$ cat src/rtl/pacman_move_if.sv
`default_nettype none
// ============================================================================
// Module      : pacman_move_if
// Description : Joystick / wall-check inputs and direction / motion outputs
//               of the Pac-Man movement scheduler.
// Revision    : 1.0 - initial release
// ============================================================================
interface pacman_move_if;
    logic [11:0] x_val;
    logic [11:0] y_val;
    logic [3:0]  wall_free;
    logic        tile_aligned;
    logic        freeze;
    logic        respawn;
    logic [1:0]  dir;
    logic        moving;
    logic        step_en;
    logic [9:0]  motion_x;
    logic [9:0]  motion_y;
    logic        has_moved;
    logic        pend_valid;

    modport master (
        output x_val, y_val, wall_free, tile_aligned, freeze, respawn,
        input  dir, moving, step_en, motion_x, motion_y, has_moved, pend_valid
    );

    modport slave (
        input  x_val, y_val, wall_free, tile_aligned, freeze, respawn,
        output dir, moving, step_en, motion_x, motion_y, has_moved, pend_valid
    );
endinterface
`default_nettype wire

$ cat src/rtl/pacman_move_ctrl.sv
`default_nettype none
// ============================================================================
// Module      : pacman_move_ctrl
// Description : Debounces joystick requests, buffers turns until legal and
//               paces one-pixel steps of the Pac-Man sprite.
// Revision    : 1.0 - initial release
// ============================================================================
module pacman_move_ctrl #(
    parameter int unsigned LO_TH       = 400,
    parameter int unsigned HI_TH       = 2300,
    parameter int unsigned DEBOUNCE    = 3,
    parameter int unsigned SPEED_DIV   = 2,
    parameter int unsigned HOLD_FRAMES = 16
) (
    input  wire              frame_clk,
    input  wire              Reset,
    pacman_move_if.slave     bus
);

    localparam logic [11:0] c_lo        = 12'(LO_TH);
    localparam logic [11:0] c_hi        = 12'(HI_TH);
    localparam logic [3:0]  c_db        = 4'(DEBOUNCE);
    localparam logic [3:0]  c_spd_last  = 4'(SPEED_DIV - 1);
    localparam logic [7:0]  c_hold_last = 8'(HOLD_FRAMES - 1);

    typedef enum logic [1:0] {
        S_IDLE   = 2'd0,
        S_MOVE   = 2'd1,
        S_STOP   = 2'd2,
        S_FROZEN = 2'd3
    } state_t;

    state_t      r_state;
    logic [1:0]  r_dir;
    logic        r_moving;
    logic        r_step_en;
    logic [9:0]  r_motion_x;
    logic [9:0]  r_motion_y;
    logic        r_has_moved;
    logic        r_pend_valid;
    logic [1:0]  r_pend_dir;
    logic [7:0]  r_hold_cnt;
    logic [3:0]  r_spd_cnt;
    logic [1:0]  r_cand;
    logic [3:0]  r_db_cnt;

    logic        w_raw_valid;
    logic [1:0]  w_raw_dir;
    logic [1:0]  w_cand_nxt;
    logic [3:0]  w_db_cnt_nxt;
    logic        w_accept;
    logic        w_drop;
    logic        w_apply;
    logic        w_legal_ctx;

    // Motion vector for a moving sprite heading in direction d: {x, y}.
    function automatic logic [19:0] motion_of(input logic [1:0] d);
        logic [19:0] v;
        case (d)
            2'd0:    v = {10'd1,   10'd0};
            2'd1:    v = {10'd0,   10'd1};
            2'd2:    v = {10'h3FF, 10'd0};
            default: v = {10'd0,   10'h3FF};
        endcase
        return v;
    endfunction

    always_comb begin
        w_raw_valid = 1'b1;
        w_raw_dir   = 2'd0;
        if (bus.x_val <= c_lo) begin
            w_raw_dir = 2'd0;
        end else if (bus.x_val >= c_hi) begin
            w_raw_dir = 2'd2;
        end else if (bus.y_val >= c_hi) begin
            w_raw_dir = 2'd3;
        end else if (bus.y_val <= c_lo) begin
            w_raw_dir = 2'd1;
        end else begin
            w_raw_valid = 1'b0;
        end
    end

    // Acceptance fires only on the transition into DEBOUNCE, so a held stick
    // produces exactly one request.
    always_comb begin
        w_cand_nxt   = r_cand;
        w_db_cnt_nxt = r_db_cnt;
        w_accept     = 1'b0;
        if (!w_raw_valid) begin
            w_db_cnt_nxt = 4'd0;
        end else if (w_raw_dir != r_cand) begin
            w_cand_nxt   = w_raw_dir;
            w_db_cnt_nxt = 4'd1;
            w_accept     = (c_db == 4'd1);
        end else if (r_db_cnt != c_db) begin
            w_db_cnt_nxt = r_db_cnt + 4'd1;
            w_accept     = ((r_db_cnt + 4'd1) == c_db);
        end
    end

    always_comb begin
        w_drop      = r_pend_valid && (r_state == S_MOVE) && (r_pend_dir == r_dir);
        w_legal_ctx = 1'b0;
        case (r_state)
            S_MOVE:         w_legal_ctx = bus.tile_aligned || (r_pend_dir == (r_dir ^ 2'd2));
            S_IDLE, S_STOP: w_legal_ctx = 1'b1;
            default:        w_legal_ctx = 1'b0;
        endcase
        w_apply = r_pend_valid && !w_drop && bus.wall_free[r_pend_dir] && w_legal_ctx;
    end

    always_ff @(posedge frame_clk) begin
        if (Reset) begin
            r_state      <= S_IDLE;
            r_dir        <= 2'd0;
            r_moving     <= 1'b0;
            r_step_en    <= 1'b0;
            r_motion_x   <= 10'd0;
            r_motion_y   <= 10'd0;
            r_has_moved  <= 1'b0;
            r_pend_valid <= 1'b0;
            r_pend_dir   <= 2'd0;
            r_hold_cnt   <= 8'd0;
            r_spd_cnt    <= 4'd0;
            r_cand       <= 2'd0;
            r_db_cnt     <= 4'd0;
        end else if (bus.freeze || (r_state == S_FROZEN)) begin
            // Sticky until Reset; dir and has_moved keep their last values.
            r_state      <= S_FROZEN;
            r_moving     <= 1'b0;
            r_step_en    <= 1'b0;
            r_motion_x   <= 10'd0;
            r_motion_y   <= 10'd0;
            r_pend_valid <= 1'b0;
            r_hold_cnt   <= 8'd0;
            r_spd_cnt    <= 4'd0;
            r_cand       <= 2'd0;
            r_db_cnt     <= 4'd0;
        end else if (bus.respawn) begin
            r_state      <= S_IDLE;
            r_dir        <= 2'd0;
            r_moving     <= 1'b0;
            r_step_en    <= 1'b0;
            r_motion_x   <= 10'd0;
            r_motion_y   <= 10'd0;
            r_has_moved  <= 1'b0;
            r_pend_valid <= 1'b0;
            r_pend_dir   <= 2'd0;
            r_hold_cnt   <= 8'd0;
            r_spd_cnt    <= 4'd0;
            r_cand       <= 2'd0;
            r_db_cnt     <= 4'd0;
        end else begin
            r_cand    <= w_cand_nxt;
            r_db_cnt  <= w_db_cnt_nxt;
            r_step_en <= 1'b0;

            // A fresh acceptance supersedes whatever happened to the old request.
            if (w_accept) begin
                r_pend_valid <= 1'b1;
                r_pend_dir   <= w_raw_dir;
                r_hold_cnt   <= 8'd0;
            end else if (w_apply || w_drop || (r_pend_valid && (r_hold_cnt == c_hold_last))) begin
                r_pend_valid <= 1'b0;
                r_hold_cnt   <= 8'd0;
            end else if (r_pend_valid) begin
                r_hold_cnt <= r_hold_cnt + 8'd1;
            end

            if (w_apply) begin
                r_state                  <= S_MOVE;
                r_dir                    <= r_pend_dir;
                r_moving                 <= 1'b1;
                r_has_moved              <= 1'b1;
                r_spd_cnt                <= 4'd0;
                {r_motion_x, r_motion_y} <= motion_of(r_pend_dir);
            end else if (r_state == S_MOVE) begin
                if (!bus.wall_free[r_dir] && bus.tile_aligned) begin
                    r_state    <= S_STOP;
                    r_moving   <= 1'b0;
                    r_motion_x <= 10'd0;
                    r_motion_y <= 10'd0;
                    r_spd_cnt  <= 4'd0;
                end else begin
                    r_spd_cnt <= (r_spd_cnt == c_spd_last) ? 4'd0 : r_spd_cnt + 4'd1;
                    r_step_en <= (r_spd_cnt == c_spd_last) && bus.wall_free[r_dir];
                end
            end
        end
    end

    assign bus.dir        = r_dir;
    assign bus.moving     = r_moving;
    assign bus.step_en    = r_step_en;
    assign bus.motion_x   = r_motion_x;
    assign bus.motion_y   = r_motion_y;
    assign bus.has_moved  = r_has_moved;
    assign bus.pend_valid = r_pend_valid;

endmodule
`default_nettype wire

$ cat src/flat_wrapper.sv
// flat-port wrapper written by rule: the top's interface ports become plain ports
module pacman_move_ctrl_flat 
#(
    parameter int unsigned LO_TH       = 400,
    parameter int unsigned HI_TH       = 2300,
    parameter int unsigned DEBOUNCE    = 3,
    parameter int unsigned SPEED_DIV   = 2,
    parameter int unsigned HOLD_FRAMES = 16
)
  (frame_clk, Reset, bus_x_val, bus_y_val, bus_wall_free, bus_tile_aligned, bus_freeze, bus_respawn, bus_dir, bus_moving, bus_step_en, bus_motion_x, bus_motion_y, bus_has_moved, bus_pend_valid);
  pacman_move_if bus_i ();
  input  wire frame_clk;
  input  wire Reset;
  input wire logic [$bits(bus_i.x_val)-1:0] bus_x_val;
  input wire logic [$bits(bus_i.y_val)-1:0] bus_y_val;
  input wire logic [$bits(bus_i.wall_free)-1:0] bus_wall_free;
  input wire logic [$bits(bus_i.tile_aligned)-1:0] bus_tile_aligned;
  input wire logic [$bits(bus_i.freeze)-1:0] bus_freeze;
  input wire logic [$bits(bus_i.respawn)-1:0] bus_respawn;
  output wire logic [$bits(bus_i.dir)-1:0] bus_dir;
  output wire logic [$bits(bus_i.moving)-1:0] bus_moving;
  output wire logic [$bits(bus_i.step_en)-1:0] bus_step_en;
  output wire logic [$bits(bus_i.motion_x)-1:0] bus_motion_x;
  output wire logic [$bits(bus_i.motion_y)-1:0] bus_motion_y;
  output wire logic [$bits(bus_i.has_moved)-1:0] bus_has_moved;
  output wire logic [$bits(bus_i.pend_valid)-1:0] bus_pend_valid;
  assign bus_i.x_val = bus_x_val;
  assign bus_i.y_val = bus_y_val;
  assign bus_i.wall_free = bus_wall_free;
  assign bus_i.tile_aligned = bus_tile_aligned;
  assign bus_i.freeze = bus_freeze;
  assign bus_i.respawn = bus_respawn;
  assign bus_dir = bus_i.dir;
  assign bus_moving = bus_i.moving;
  assign bus_step_en = bus_i.step_en;
  assign bus_motion_x = bus_i.motion_x;
  assign bus_motion_y = bus_i.motion_y;
  assign bus_has_moved = bus_i.has_moved;
  assign bus_pend_valid = bus_i.pend_valid;
  pacman_move_ctrl #(.LO_TH(LO_TH), .HI_TH(HI_TH), .DEBOUNCE(DEBOUNCE), .SPEED_DIV(SPEED_DIV), .HOLD_FRAMES(HOLD_FRAMES)) u_core (.frame_clk(frame_clk), .Reset(Reset), .bus(bus_i));
endmodule
$ cat config.mk
export PLATFORM = sky130hd
export DESIGN_NAME = pacman_move_ctrl_flat
export DESIGN_NICKNAME = d
export VERILOG_FILES = /design/src/rtl/pacman_move_if.sv /design/src/rtl/pacman_move_ctrl.sv /design/src/flat_wrapper.sv
export SDC_FILE = /design/constraint.sdc
export NUM_CORES = 1
export LEC_CHECK = 0
export CAP_MARGIN = 20
export CORE_MARGIN = 2
export CORE_UTILIZATION = 51
export DETAILED_ROUTE_END_ITERATION = 10
export GPL_TIMING_DRIVEN = 0
export HOLD_SLACK_MARGIN = 0.06
export PLACE_DENSITY_LB_ADDON = 0.25
export SKIP_CTS_REPAIR_TIMING = 1
export SYNTH_ARGS = -nofsm -noshare
export SYNTH_HDL_FRONTEND = slang
export SYNTH_SLANG_ARGS = --single-unit
$ cat constraint.sdc
create_clock -name frame_clk -period 7 [get_ports frame_clk]
set_input_delay 2.1 -clock frame_clk [delete_from_list [all_inputs] [get_ports frame_clk]]
set_output_delay 2.1 -clock frame_clk [all_outputs]
set_load 0.01 [all_outputs]
; Yosys cells after proc, flatten, opt, wreduce, memory -nomap -nowiden
; Cells that the tools add are included.
[word_totals]
reg_bits = 48
latch_bits = 0
ramBits = 0
rom_bits = 0
input_bits = 33
out_inout_bits = 26
mem_count = 0
[classes]
add_sub_neg = 3
multipliers = 0
div_mod_pow = 0
order_cmp = 6
eq_ne = 12
shift = 0
mux = 41
n_bitwise = 4
n_reduce_logical = 36
[op_table]
columns = cell, count
row1 = case mux 20 bit (3 select lines), 1
row2 = 2-to-1 mux 10 bit, 4
row3 = greater-or-equal comparator 12 bit (second input constant), 2
row4 = less-or-equal comparator 12 x 9 -> 1 bit (second input constant), 2
row5 = 2-to-1 mux 2 bit, 12
row6 = 2-to-1 mux 1 bit, 19
row7 = nonzero test 2 bit, 6
row8 = AND reduction 2 bit, 5
row9 = OR reduction 5 bit, 2
row10 = adder 4 x 1 -> 4 bit (second input constant), 2
row11 = adder 8 x 1 -> 8 bit (second input constant), 1
row12 = == test 8 x 4 -> 1 bit (second input constant), 1
row13 = logical AND 1 bit, 8
row14 = 2-to-1 mux 4 bit, 2
row15 = nonzero test 4 bit, 2
row16 = OR reduction 4 bit, 2
row17 = == test 2 bit (second input constant), 3
row18 = less-than comparator 2 x 3 -> 1 bit (second input constant), 2
row19 = OR reduction 6 bit, 1
row20 = binary-select mux 1 bit (select 2 bit), 2
row21 = == test 2 x 1 -> 1 bit (second input constant), 2
row22 = == test 2 bit, 2
row23 = == test 4 x 1 -> 1 bit (second input constant), 1
row24 = == test 4 x 2 -> 1 bit (second input constant), 1
row25 = 9 further kinds, 17

; Logic depth before layout (Yosys ltp)
; Gate-level depths: netlist of run 1.
[depth]
depth_word = 11
depth_mapped = 7

; Least setup slack after synthesis of run 1
; No wires, ideal clock.
[synth_timing]
kind = input -> register
start = in bus_y_val[9]
end = reg u_core.r_db_cnt[1]
setup_time_ns = 0.061
arrival_ns = 3.750
required_time_ns = 6.939
setup_slack_ns = 3.189
cell_stages = 6
path_cell_list = or2_4 > or4b_4 > or4b_4 > nand4_2 > buf_6 > and4b_1
[synth_via]
elab_chain_len = 7
[synth_lines]
columns = element, line
row1 = start: declaration, flat_wrapper.sv:15  ; input wire logic [$bits(bus_i.y_val)-1:0] bus_y_val;
row2 = less-or-equal comparator 12 x 9 -> 1 bit, pacman_move_ctrl.sv:77  ; end else if (bus.y_val <= c_lo) begin
row3 = 2-to-1 mux 1 bit, pacman_move_ctrl.sv:77
row4 = 2-to-1 mux 2 bit / 2-to-1 mux 1 bit (equally long branches), pacman_move_ctrl.sv:75  ; end else if (bus.y_val >= c_hi) begin
row5 = 2-to-1 mux 2 bit / 2-to-1 mux 1 bit (equally long branches), pacman_move_ctrl.sv:73  ; end else if (bus.x_val >= c_hi) begin
row6 = 2-to-1 mux 2 bit / 2-to-1 mux 1 bit (equally long branches), pacman_move_ctrl.sv:71  ; if (bus.x_val <= c_lo) begin
row7 = != test 2 bit / inverter 1 bit (equally long branches), -
row8 = OR reduction 5 bit (no source line) (*), -
row9 = end signal: assignment, pacman_move_ctrl.sv:156  ; r_db_cnt <= w_db_cnt_nxt;
row10 = end: declaration, pacman_move_ctrl.sv:45  ; logic [3:0] r_db_cnt;
; Every way passes the cells marked *; elsewhere a longest branch is shown, timed or not.
; A chain may end at the register's enable or synchronous reset.

; Final worst setup path of run 1
[layout_timing]
start = in bus_y_val[9]
end = reg u_core.r_db_cnt[3]
; The elaborated chain is that of the path after synthesis.

==> results of run 1 <==
[power groups by stage]
stage / Combinational [µW] / Sequential (µW) / Clock [µW]
after floorplan: 22.2 / 190 / 0
after global placement: 47.1 / 191 / 0
after detailed placement: 47.6 / 191 / 0
after CTS: 48.0 / 187 / 176
after global routing: 52.3 / 187 / 187
final: 48.4 / 187 / 177
[synthesized netlist by cell type (5+ instances only)]
cell	count
xor2_1	8
nor3_1	5
buf_4	16
dfxtp_1	32
a21oi_1	12
nand4_1	7
xnor2_1	5
nor2_1	18
nand2_1	20
a211oi_1	9
nand3_1	19
[layout make-up]
type,instances,area (µm²),share of cell area (%)
clock buffer,6,72.6,2.66
clock inverter,2,35.0,1.29
inverter,4,15.0,0.551
multi-input combinational,172,1160,42.7
buffer,22,158,5.79
sequential,32,641,23.5
timing repair buffer,58,581,21.3
tap,48,60.1,2.20
[through the flow]
step | cell area [µm²] | util (%)
after floorplan | 1980 | -
after detailed placement | 2620 | 70.9
final | 2720 | 73.8
after global placement | 2620 | 70.9
after CTS | 2720 | 73.8
after global routing | 2720 | 73.8
[layout by cell type, fill, tap and decap left out, drive strengths merged, types with 3 or more instances in the layout]
cell / instances
a211oi: 9
a21o: 3
a21oi: 13
and3: 4
and4b: 3
buf: 18
clkbuf: 10
clkdlybuf4s50: 58
dfxtp: 32
ha: 3
inv: 4
nand2: 20
nand2b: 4
nand3: 19
nand4: 8
nor2: 19
nor3: 5
nor4: 3
o31ai: 4
xnor2: 5
xor2: 8
[kinds of logic (layout without fill, tap and decap cells)]
group	Yosys count	after routing	share of synthesized area, %
AND/OR/NAND/NOR	102	102	29.0
AO/OA/AOI/OAI	50	50	18.9
flip-flops	32	32	32.4
buffers and inverters	26	92	8.74
XOR/XNOR	13	13	5.76
multiplexers	4	4	3.29
adder cells (fa/ha/maj)	3	3	1.90
[sequential cells by signal (all words and copies together) (netlist names)]
| signal | cells |
|---|---|
| u_core.bus.dir | 2 |
| u_core.bus.has_moved | 1 |
| u_core.bus.motion_x | 2 |
| u_core.bus.motion_y | 2 |
| u_core.bus.moving | 1 |
| u_core.bus.pend_valid | 1 |
| u_core.bus.step_en | 1 |
| u_core.r_cand | 2 |
| u_core.r_db_cnt | 4 |
| u_core.r_hold_cnt | 8 |
| u_core.r_pend_dir | 2 |
| u_core.r_spd_cnt | 4 |
| u_core.r_state | 2 |
[metal layers]
| layer | share of wire (%) | vias to the layer above | track usage (%) |
|---|---|---|---|
| met5 | 0 | - | 0 |
| met4 | 1.6 | 0 | 9.95 |
| met3 | 4.0 | 8 | 4.77 |
| met2 | 51 | 58 | 38.3 |
| met1 | 44 | 921 | 28.2 |
| li1 | - | 986 | - |
[critical path, cell delays in order]
cell and delay [ns]:
clkdlybuf4s50_1 0.42, or2_4 0.27, or4b_4 0.50, or4b_4 0.55, nand4_2 0.12, buf_6 0.16
and4b_1 0.18
[final timing paths]
| kind | to | from | slack [ns] | depth (start not counted) |
|---|---|---|---|---|
| setup reg to reg | u_core.r_spd_cnt[2] | u_core.r_pend_dir[0] | 4.73 | 7 |
| hold reg to reg | u_core.bus.motion_y[0] | u_core.bus.motion_y[0] | 0.47 | 2 |
| setup / recovery | u_core.r_db_cnt[3] | bus_y_val[9] | 2.93 | 7 |
| hold / removal | u_core.bus.motion_y[0] | u_core.bus.motion_y[0] | 0.47 | 2 |
==> summary.txt, run 1 <==
Floorplan
  • Die Wd: 66.2 µm
  • Rows: 22
  • DIE HEIGHT: 66.2 µm
  • CORE AREA: 3690 µm²
  • Initial core utilization: 53.6%
  • Die area: 4390 µm²
  • Ports: 59

Global routing
  • First-pass GRT wire length: 7710 µm
  • Initial antenna violation count: 0
  • Largest net degree at the start of global routing: 11
  • Vias in the first global route: 1715
  • GRT overflow: 0
  • Tot GR Track Use: 22.9%

Route
  • DRC viols: 0
  • Post-route ant nets: 0
  • Routed WL per cell: 14.2 µm
  • Via Count: 1973
  • Via-per-instance ratio: 5.74
  • Initial DRT Pass Iterations: 4
  • DRT iter0 DRCs: 140
  • DRT Wirelength: 4870 µm

Place
  • DP Worst Slack: 2.64 ns
  • Final HPWL DP: 3600 µm
  • Final GP Congestion: 0.804
  • Inst Count DP: 336
  • PortBufs: 58

Critical path
  • Crit path required time: 7.24 ns
  • Worst-path maximum fanout: 10
  • Critical path startpoint category: primary input
  • Setup crit end kind: flip-flop
  • Critical Path AT: 4.30 ns
  • WS Path Type: primary input to flip-flop

Logic synthesis
  • Synth top area share: 32.4%
  • FF+latch count, synth: 32
  • Ys Warns: 0
  • Post-Synthesis Cells: 230
  • Top cells by area, synth: dfxtp_1 (32%), buf_4 (6.1%), nand3_1 (4.8%), nand2_1 (3.8%), xor2_1 (3.5%)
  • Syn avg cell area: 8.59 µm²
  • Number of synthesized flops with an enable pin: 0
  • Post-synthesis cell area: 1980 µm²
  • Synth Net Count: 266
  • Netlist cell types: 59
  • Synth Flop Type: dfxtp_1
  • Post-synthesis sequential area ratio: 32.4%
  • Async set or reset register ratio after synthesis: 0%
  • Cell accounting for the most synthesized area: dfxtp_1

Power
  • Final total power: 412 µW
  • Gate power share: 11.8%
  • Share of power burned in registers: 45.4%
  • Pint: 316 µW
  • Leak pwr: 0.000998 µW
  • Clock power frac: 42.9%
  • Switching pwr: 95.6 µW
  • Peak VDD IR: 151 µV
  • Pwr Density: 151 nW/µm²
  • Sw Share: 23.2%

Timing
  • Slew @ Worst Pin: 0.689 ns
  • Setup violations, final: 0
  • Post-route setup TNS: 0 ns
  • Rel. slew slack: 53.8%
  • Fin. Hold Viols: 0
  • Fin crit period: 4.07 ns
  • Crit share post-route: 58.1%
  • Max Freq: 246 MHz
  • Clk_skew: 0.00507 ns
  • RSZ-0062 raised after global routing: false
  • PnR worst setup slack: 2.93 ns
  • Min Hold Slack: 0.470 ns
  • Final Max Tran Viols: 0

Clock tree
  • Max clock buf depth: 2
  • Clock root cell: clkbuf_8
  • CTS tree: yes
  • Clock-pin slew on the worst setup and hold paths: 0.07 ns
  • H-tree Lvls: 2
  • Clock latency on the worst-skew pair: 0.29 ns
  • CTS sink count: 32
  • CTS Buf Count: 5

Worst hold path
  • Hold crit path type: flip-flop to flip-flop

Finish
  • Layout Nets: 331
  • FILL cells: 290
  • Ant diodes: 0
  • Layout cells sized above 1: 14.5%
  • Area Growth Syn to Fin: 37.9%
  • Non-filler instance count after layout: 344

Status
  • Status: completed

Flow run
  • Max-cap violation count: 0
No activity file was read; power rests on OpenSTA's default activity.
==> run 2: changes to the inputs <==
--- a/config.mk
+++ b/config.mk
@@ -7,7 +7,7 @@
 export LEC_CHECK = 0
 export CAP_MARGIN = 20
 export CORE_MARGIN = 2
-export CORE_UTILIZATION = 51
+export CORE_UTILIZATION = 47
 export DETAILED_ROUTE_END_ITERATION = 10
 export GPL_TIMING_DRIVEN = 0
 export HOLD_SLACK_MARGIN = 0.06
==> constraint.sdc (replaced) <==
create_clock -name frame_clk -period 3.8 [get_ports frame_clk]
set_input_delay 1.14 -clock frame_clk [delete_from_list [all_inputs] [get_ports frame_clk]]
set_output_delay 1.14 -clock frame_clk [all_outputs]
set_load 0.01 [all_outputs]
==> run 2 against run 1 <==
Worst hold slack worse by 0.0084 ns. Critical endpoint unchanged. Largest power group unchanged. Sequential share of layout area about the same. Setup slack got worse by 2.2 ns. Core utilization decreased by 6.2 points. Clock skew is 0.0015 ns lower.
==> summary.txt, run 2 (synthesis gave the netlist of run 1 again) <==
Status
  • Status: completed

Timing
  • Post-route setup TNS: 0 ns
  • Clk_skew: 0.00360 ns
  • Fin. Hold Viols: 0
  • Setup violations, final: 0
  • Max Freq: 326 MHz
  • Crit share post-route: 80.8%
  • Rel. slew slack: 58.7%
  • Slew @ Worst Pin: 0.619 ns
  • Min Hold Slack: 0.461 ns
  • Fin crit period: 3.07 ns
  • RSZ-0062 raised after global routing: false
  • Final Max Tran Viols: 0

Route
  • DR top layer: met4
  • Routed WL per cell: 13.1 µm
  • Met3 WL post-DR: 226 µm
  • Wl on met1: 2060 µm
  • DRC viols: 0
  • Met2 routed WL: 2200 µm
  • DRT Wirelength: 4550 µm
  • Via Count: 1945
  • DRT iter0 DRCs: 73
  • Initial DRT Pass Iterations: 4
  • Post-route ant nets: 0
  • Via-per-instance ratio: 5.62

Worst hold path
  • Worst min-delay path endpoint: u_core.bus.moving
  • Hold Path Depth: 2
  • Hold crit path type: flip-flop to flip-flop
  • Worst Min Path Start: u_core.bus.moving

Floorplan
  • Initial core utilization: 49.0%
  • Rows: 23
  • DIE HEIGHT: 68.8 µm
  • Ports: 59
  • Die Wd: 68.8 µm
  • CORE AREA: 4030 µm²
  • Die area: 4740 µm²

Finish
  • FILL cells: 366
  • Most common cell after layout, fill and taps aside: clkdlybuf4s50_1
  • Ant diodes: 0
  • Biggest regs: u_core.r_hold_cnt x8, u_core.r_db_cnt x4, u_core.r_spd_cnt x4
  • Layout cells sized above 1: 14.5%
  • Top reg by flops: u_core.r_hold_cnt
  • Layout Nets: 331
  • Max FFs per register: 8
  • Area Growth Syn to Fin: 38.0%
  • Cell area after layout: 2730 µm²
  • Most frequent cells in the layout: clkdlybuf4s50_1 (58), dfxtp_1 (32), nand2_1 (20)

Global routing
  • GRT overflow: 0
  • Initial antenna violation count: 0
  • Vias in the first global route: 1731
  • Tot GR Track Use: 21.1%
  • First-pass GRT wire length: 7560 µm
  • Largest net degree at the start of global routing: 11

Critical path
  • Critical R2R Capture: u_core.r_spd_cnt[3]
  • Critical Path AT: 3.30 ns
  • Critical-path cell list: clkdlybuf4s50_1, or2_4, or4b_4, or4b_4, nand4_2, buf_6, and4b_1
  • Crit path required time: 4.03 ns
  • Buf/Inv on CP: 2
  • Crit path max-delay family: simple AND/OR/NAND/NOR gates
  • Reg2reg setup slack: 1.55 ns
  • Start of the worst register-to-register path: u_core.r_pend_dir[0]
  • Worst-path maximum fanout: 10
  • Reg2reg path depth: 7
  • Largest stage delay, worst path: 0.55 ns
  • WS Path Type: primary input to flip-flop
  • CP max-delay cell: or4b_4
  • Setup crit end kind: flip-flop
  • Critical path startpoint category: primary input
  • CP dominant cell by count: or4b_4

Clock tree
  • Clock latency on the worst-skew pair: 0.29 ns
  • H-tree Lvls: 2
  • CTS tree: yes
  • Clock-pin slew on the worst setup and hold paths: 0.07 ns
  • Max clock buf depth: 2
  • CTS sink count: 32
  • Clock root cell: clkbuf_8
  • CTS Buf Count: 5

Place
  • PortBufs: 58
  • Placed cell areas: 2620 µm²
  • Final HPWL DP: 3490 µm
  • Final GP Congestion: 0.811

Flow run
  • Max-cap violation count: 0

Power
  • Peak VDD IR: 151 µV
  • Pwr Density: 277 nW/µm²
  • Leak pwr: 0.000998 µW
[run 2: cell counts in the layout (fill, tap and decap cells not counted)]
Identical to the previous run, type by type.
[run 2: per-stage QoR]
step	std cells	setup slack, ns	util (%)	power [µW]
floorplan	230	0.949	-	391
global placement	338	0.444	65.0	438
detailed placement	338	0.431	65.0	439
CTS	346	0.736	67.7	760
global route	346	0.528	67.7	784
finish	346	0.731	67.7	754
[run 2: routing by layer]
metal	vias up	global-route usage, %
li1	980	-
met1	913	26.9
met2	46	34.9
met3	6	5.36
met4	0	6.62
met5	-	0
[run 2: worst reg2reg max path, cell delays in order (launching register included)]
cell and delay, ns:
dfxtp_1 0.30, clkbuf_1 0.33, mux4_2 0.55, nand3_1 0.11, a31o_2 0.15, clkbuf_1 0.37, nand3_1 0.22, nor2_1 0.15
[run 2: how the worst max path moves through the flow]
stage / startpoint / end / slack [ns] / cells after the start
global placement: bus_y_val[9] / u_core.r_db_cnt[3] / 0.44 / 7
global route: Reset / u_core.r_hold_cnt[0] / 0.53 / 6
finish: bus_y_val[9] / u_core.r_db_cnt[3] / 0.73 / 7
floorplan: bus_y_val[9] / u_core.r_db_cnt[1] / 0.95 / 6
CTS: bus_y_val[9] / u_core.r_db_cnt[3] / 0.74 / 7
detailed placement: bus_y_val[9] / u_core.r_db_cnt[3] / 0.43 / 7
[run 2: power by group]
| part | internal (µW) | total, µW | switching, µW |
|---|---|---|---|
| Clock | 194 | 322 | 127 |
| Sequential | 339 | 344 | 5.22 |
| Combinational | 49.5 | 88.4 | 38.9 |
| Total | 583 | 754 | 171 |
[run 2: layout make-up]
cell class / count / area (µm²) / share of cell area (%)
clock inverter: 2 / 35.0 / 1.28
buffer: 22 / 158 / 5.78
clock buffer: 6 / 72.6 / 2.66
timing repair buffer: 58 / 581 / 21.3
inverter: 4 / 15.0 / 0.551
sequential: 32 / 641 / 23.5
tap: 50 / 62.6 / 2.29
multi-input combinational: 172 / 1160 / 42.6
==> run 3: changes to the inputs <==
--- a/config.mk
+++ b/config.mk
@@ -7,7 +7,7 @@
 export LEC_CHECK = 0
 export CAP_MARGIN = 20
 export CORE_MARGIN = 2
-export CORE_UTILIZATION = 47
+export CORE_UTILIZATION = 43
 export DETAILED_ROUTE_END_ITERATION = 10
 export GPL_TIMING_DRIVEN = 0
 export HOLD_SLACK_MARGIN = 0.06
==> constraint.sdc (replaced) <==
create_clock -name frame_clk -period 2.8 [get_ports frame_clk]
set_input_delay 0.84 -clock frame_clk [delete_from_list [all_inputs] [get_ports frame_clk]]
set_output_delay 0.84 -clock frame_clk [all_outputs]
set_load 0.01 [all_outputs]
==> run 3 against run 2 <==
Non-clock buffer count increased by 2. Setup slack got worse by 0.55 ns. Sequential share of layout area decreased by 0.16 points. Global-route usage decreased by 2.2 points. Critical path depth decreased by 1. Cell area increased by 0.69%. Worst hold slack improved by 0.0012 ns. Via count decreased by 1.4%. Clock skew increased by 0.0022 ns. Largest power group unchanged.
==> summary.txt, run 3 (synthesis gave the netlist of run 1 again) <==
Status
  • Status: completed

Finish
  • Layout cells sized above 1: 15.8%
  • Area Growth Syn to Fin: 38.9%
  • Most frequent cells in the layout: clkdlybuf4s50_1 (56), dfxtp_1 (32), nand2_1 (20)
  • Most common cell after layout, fill and taps aside: clkdlybuf4s50_1
  • Biggest regs: u_core.r_hold_cnt x8, u_core.r_db_cnt x4, u_core.r_spd_cnt x4
  • Ant diodes: 0
  • Top reg by flops: u_core.r_hold_cnt
  • Max FFs per register: 8
  • Layout Nets: 333

Timing
  • Slew @ Worst Pin: 0.739 ns
  • PnR worst setup slack: 0.180 ns
  • Rel. slew slack: 50.7%
  • Setup violations, final: 0
  • Fin crit period: 2.62 ns
  • RSZ-0062 raised after global routing: false
  • Final Max Tran Viols: 0
  • Clk_skew: 0.00585 ns
  • Fin. Hold Viols: 0
  • Max Freq: 382 MHz
  • Crit share post-route: 93.6%

Route
  • Routed WL per cell: 12.8 µm
  • DRC viols: 0
  • DRT iter0 DRCs: 69
  • Via-per-instance ratio: 5.48
  • Via Count: 1918
  • Post-route ant nets: 0
  • Initial DRT Pass Iterations: 4
  • DRT Wirelength: 4480 µm

Critical path
  • Critical Path AT: 2.85 ns
  • Largest stage delay, worst path: 0.57 ns
  • Setup crit end kind: flip-flop
  • CP max-delay cell: or4b_4
  • Reg2reg path depth: 7
  • Critical path startpoint category: primary input
  • Worst-path maximum fanout: 5
  • CP dominant cell by count: or4b_4
  • WS Path Type: primary input to flip-flop
  • Critical-path cell list: clkdlybuf4s50_1, or4b_4, or4b_4, nand4_4, buf_6, and4b_1
  • Crit path required time: 3.03 ns

Global routing
  • GRT overflow: 0
  • Vias in the first global route: 1812
  • Tot GR Track Use: 18.9%
  • Initial antenna violation count: 0
  • First-pass GRT wire length: 7780 µm
  • Largest net degree at the start of global routing: 11

Power
  • Pwr Density: 350 nW/µm²
  • Leak pwr: 0.00103 µW
  • Peak VDD IR: 169 µV
  • Final total power: 960 µW

Floorplan
  • Die area: 5150 µm²
  • Rows: 24
  • CORE AREA: 4380 µm²
  • Die Wd: 71.8 µm
  • DIE HEIGHT: 71.8 µm
  • Ports: 59
  • Initial core utilization: 45.1%

Flow run
  • Max-cap violation count: 0

Place
  • Final GP Congestion: 0.820
  • PortBufs: 58
  • DP Worst Slack: -0.275 ns
  • Final HPWL DP: 3450 µm

Clock tree
  • Clock latency on the worst-skew pair: 0.29 ns
  • CTS tree: yes
  • H-tree Lvls: 2
  • CTS Buf Count: 5
  • Clock-pin slew on the worst setup and hold paths: 0.07 ns
  • Clock root cell: clkbuf_8
  • CTS sink count: 32
  • Max clock buf depth: 2

Worst hold path
  • Hold crit path type: flip-flop to flip-flop
  • Hold Path Depth: 2
## run 3: changes by cell type in the layout (fill, tap and decap cells not counted), sizes merged
cell           delta
clkdlybuf4s50     -2
bufinv            -1
buf               +2
clkinv            +1
dlymetal6s2s      +2
## run 3: layer usage
metal	track usage (%)	part of all wire, %
met2	30.3	47
met1	24.5	46
met5	0	0
met4	6.71	1.7
met3	5.20	5.2
## run 3: power by group
group          internal (µW)  switching [µW]
Sequential               460            7.33
Combinational           68.3            53.5
Clock                    196             175
Total                    724             236
## run 3: stage by stage
stage / cell area [µm²] / instances / setup TNS (ns) / utilization (%) / hold slack (ns)
after global routing: 2750 / 350 / 0 / 62.6 / 0.486
after detailed placement: 2620 / 340 / -2.82 / 59.8 / 0.448
after CTS: 2710 / 348 / 0 / 61.9 / 0.458
final: 2750 / 350 / 0 / 62.6 / 0.462
after floorplan: 1980 / 230 / 0 / - / 0.469
after global placement: 2620 / 340 / -2.64 / 59.8 / 0.449
## run 3: final timing paths
kind                        start                   to  slack [ns]
max reg2reg  u_core.r_pend_dir[0]  u_core.r_spd_cnt[3]        0.58
min             u_core.bus.moving    u_core.bus.moving        0.46
max                 bus_y_val[11]   u_core.r_db_cnt[1]        0.18
min reg2reg     u_core.bus.moving    u_core.bus.moving        0.46
## run 3: final cells by class
type,count,area [µm²]
fillers,378,1640
multi-input cells,172,1170
flip-flops and latches,32,641
repair buffers,60,601
plain buffers,22,158
clock buffers,6,82.6
well taps,52,65.1
inverters,4,15.0
clock inverters,2,10.0
## run 3: critical path: cells and delay by family
kind	cells	cell delay [ns]
buf+inv	2	0.60
simple gates	4	1.41
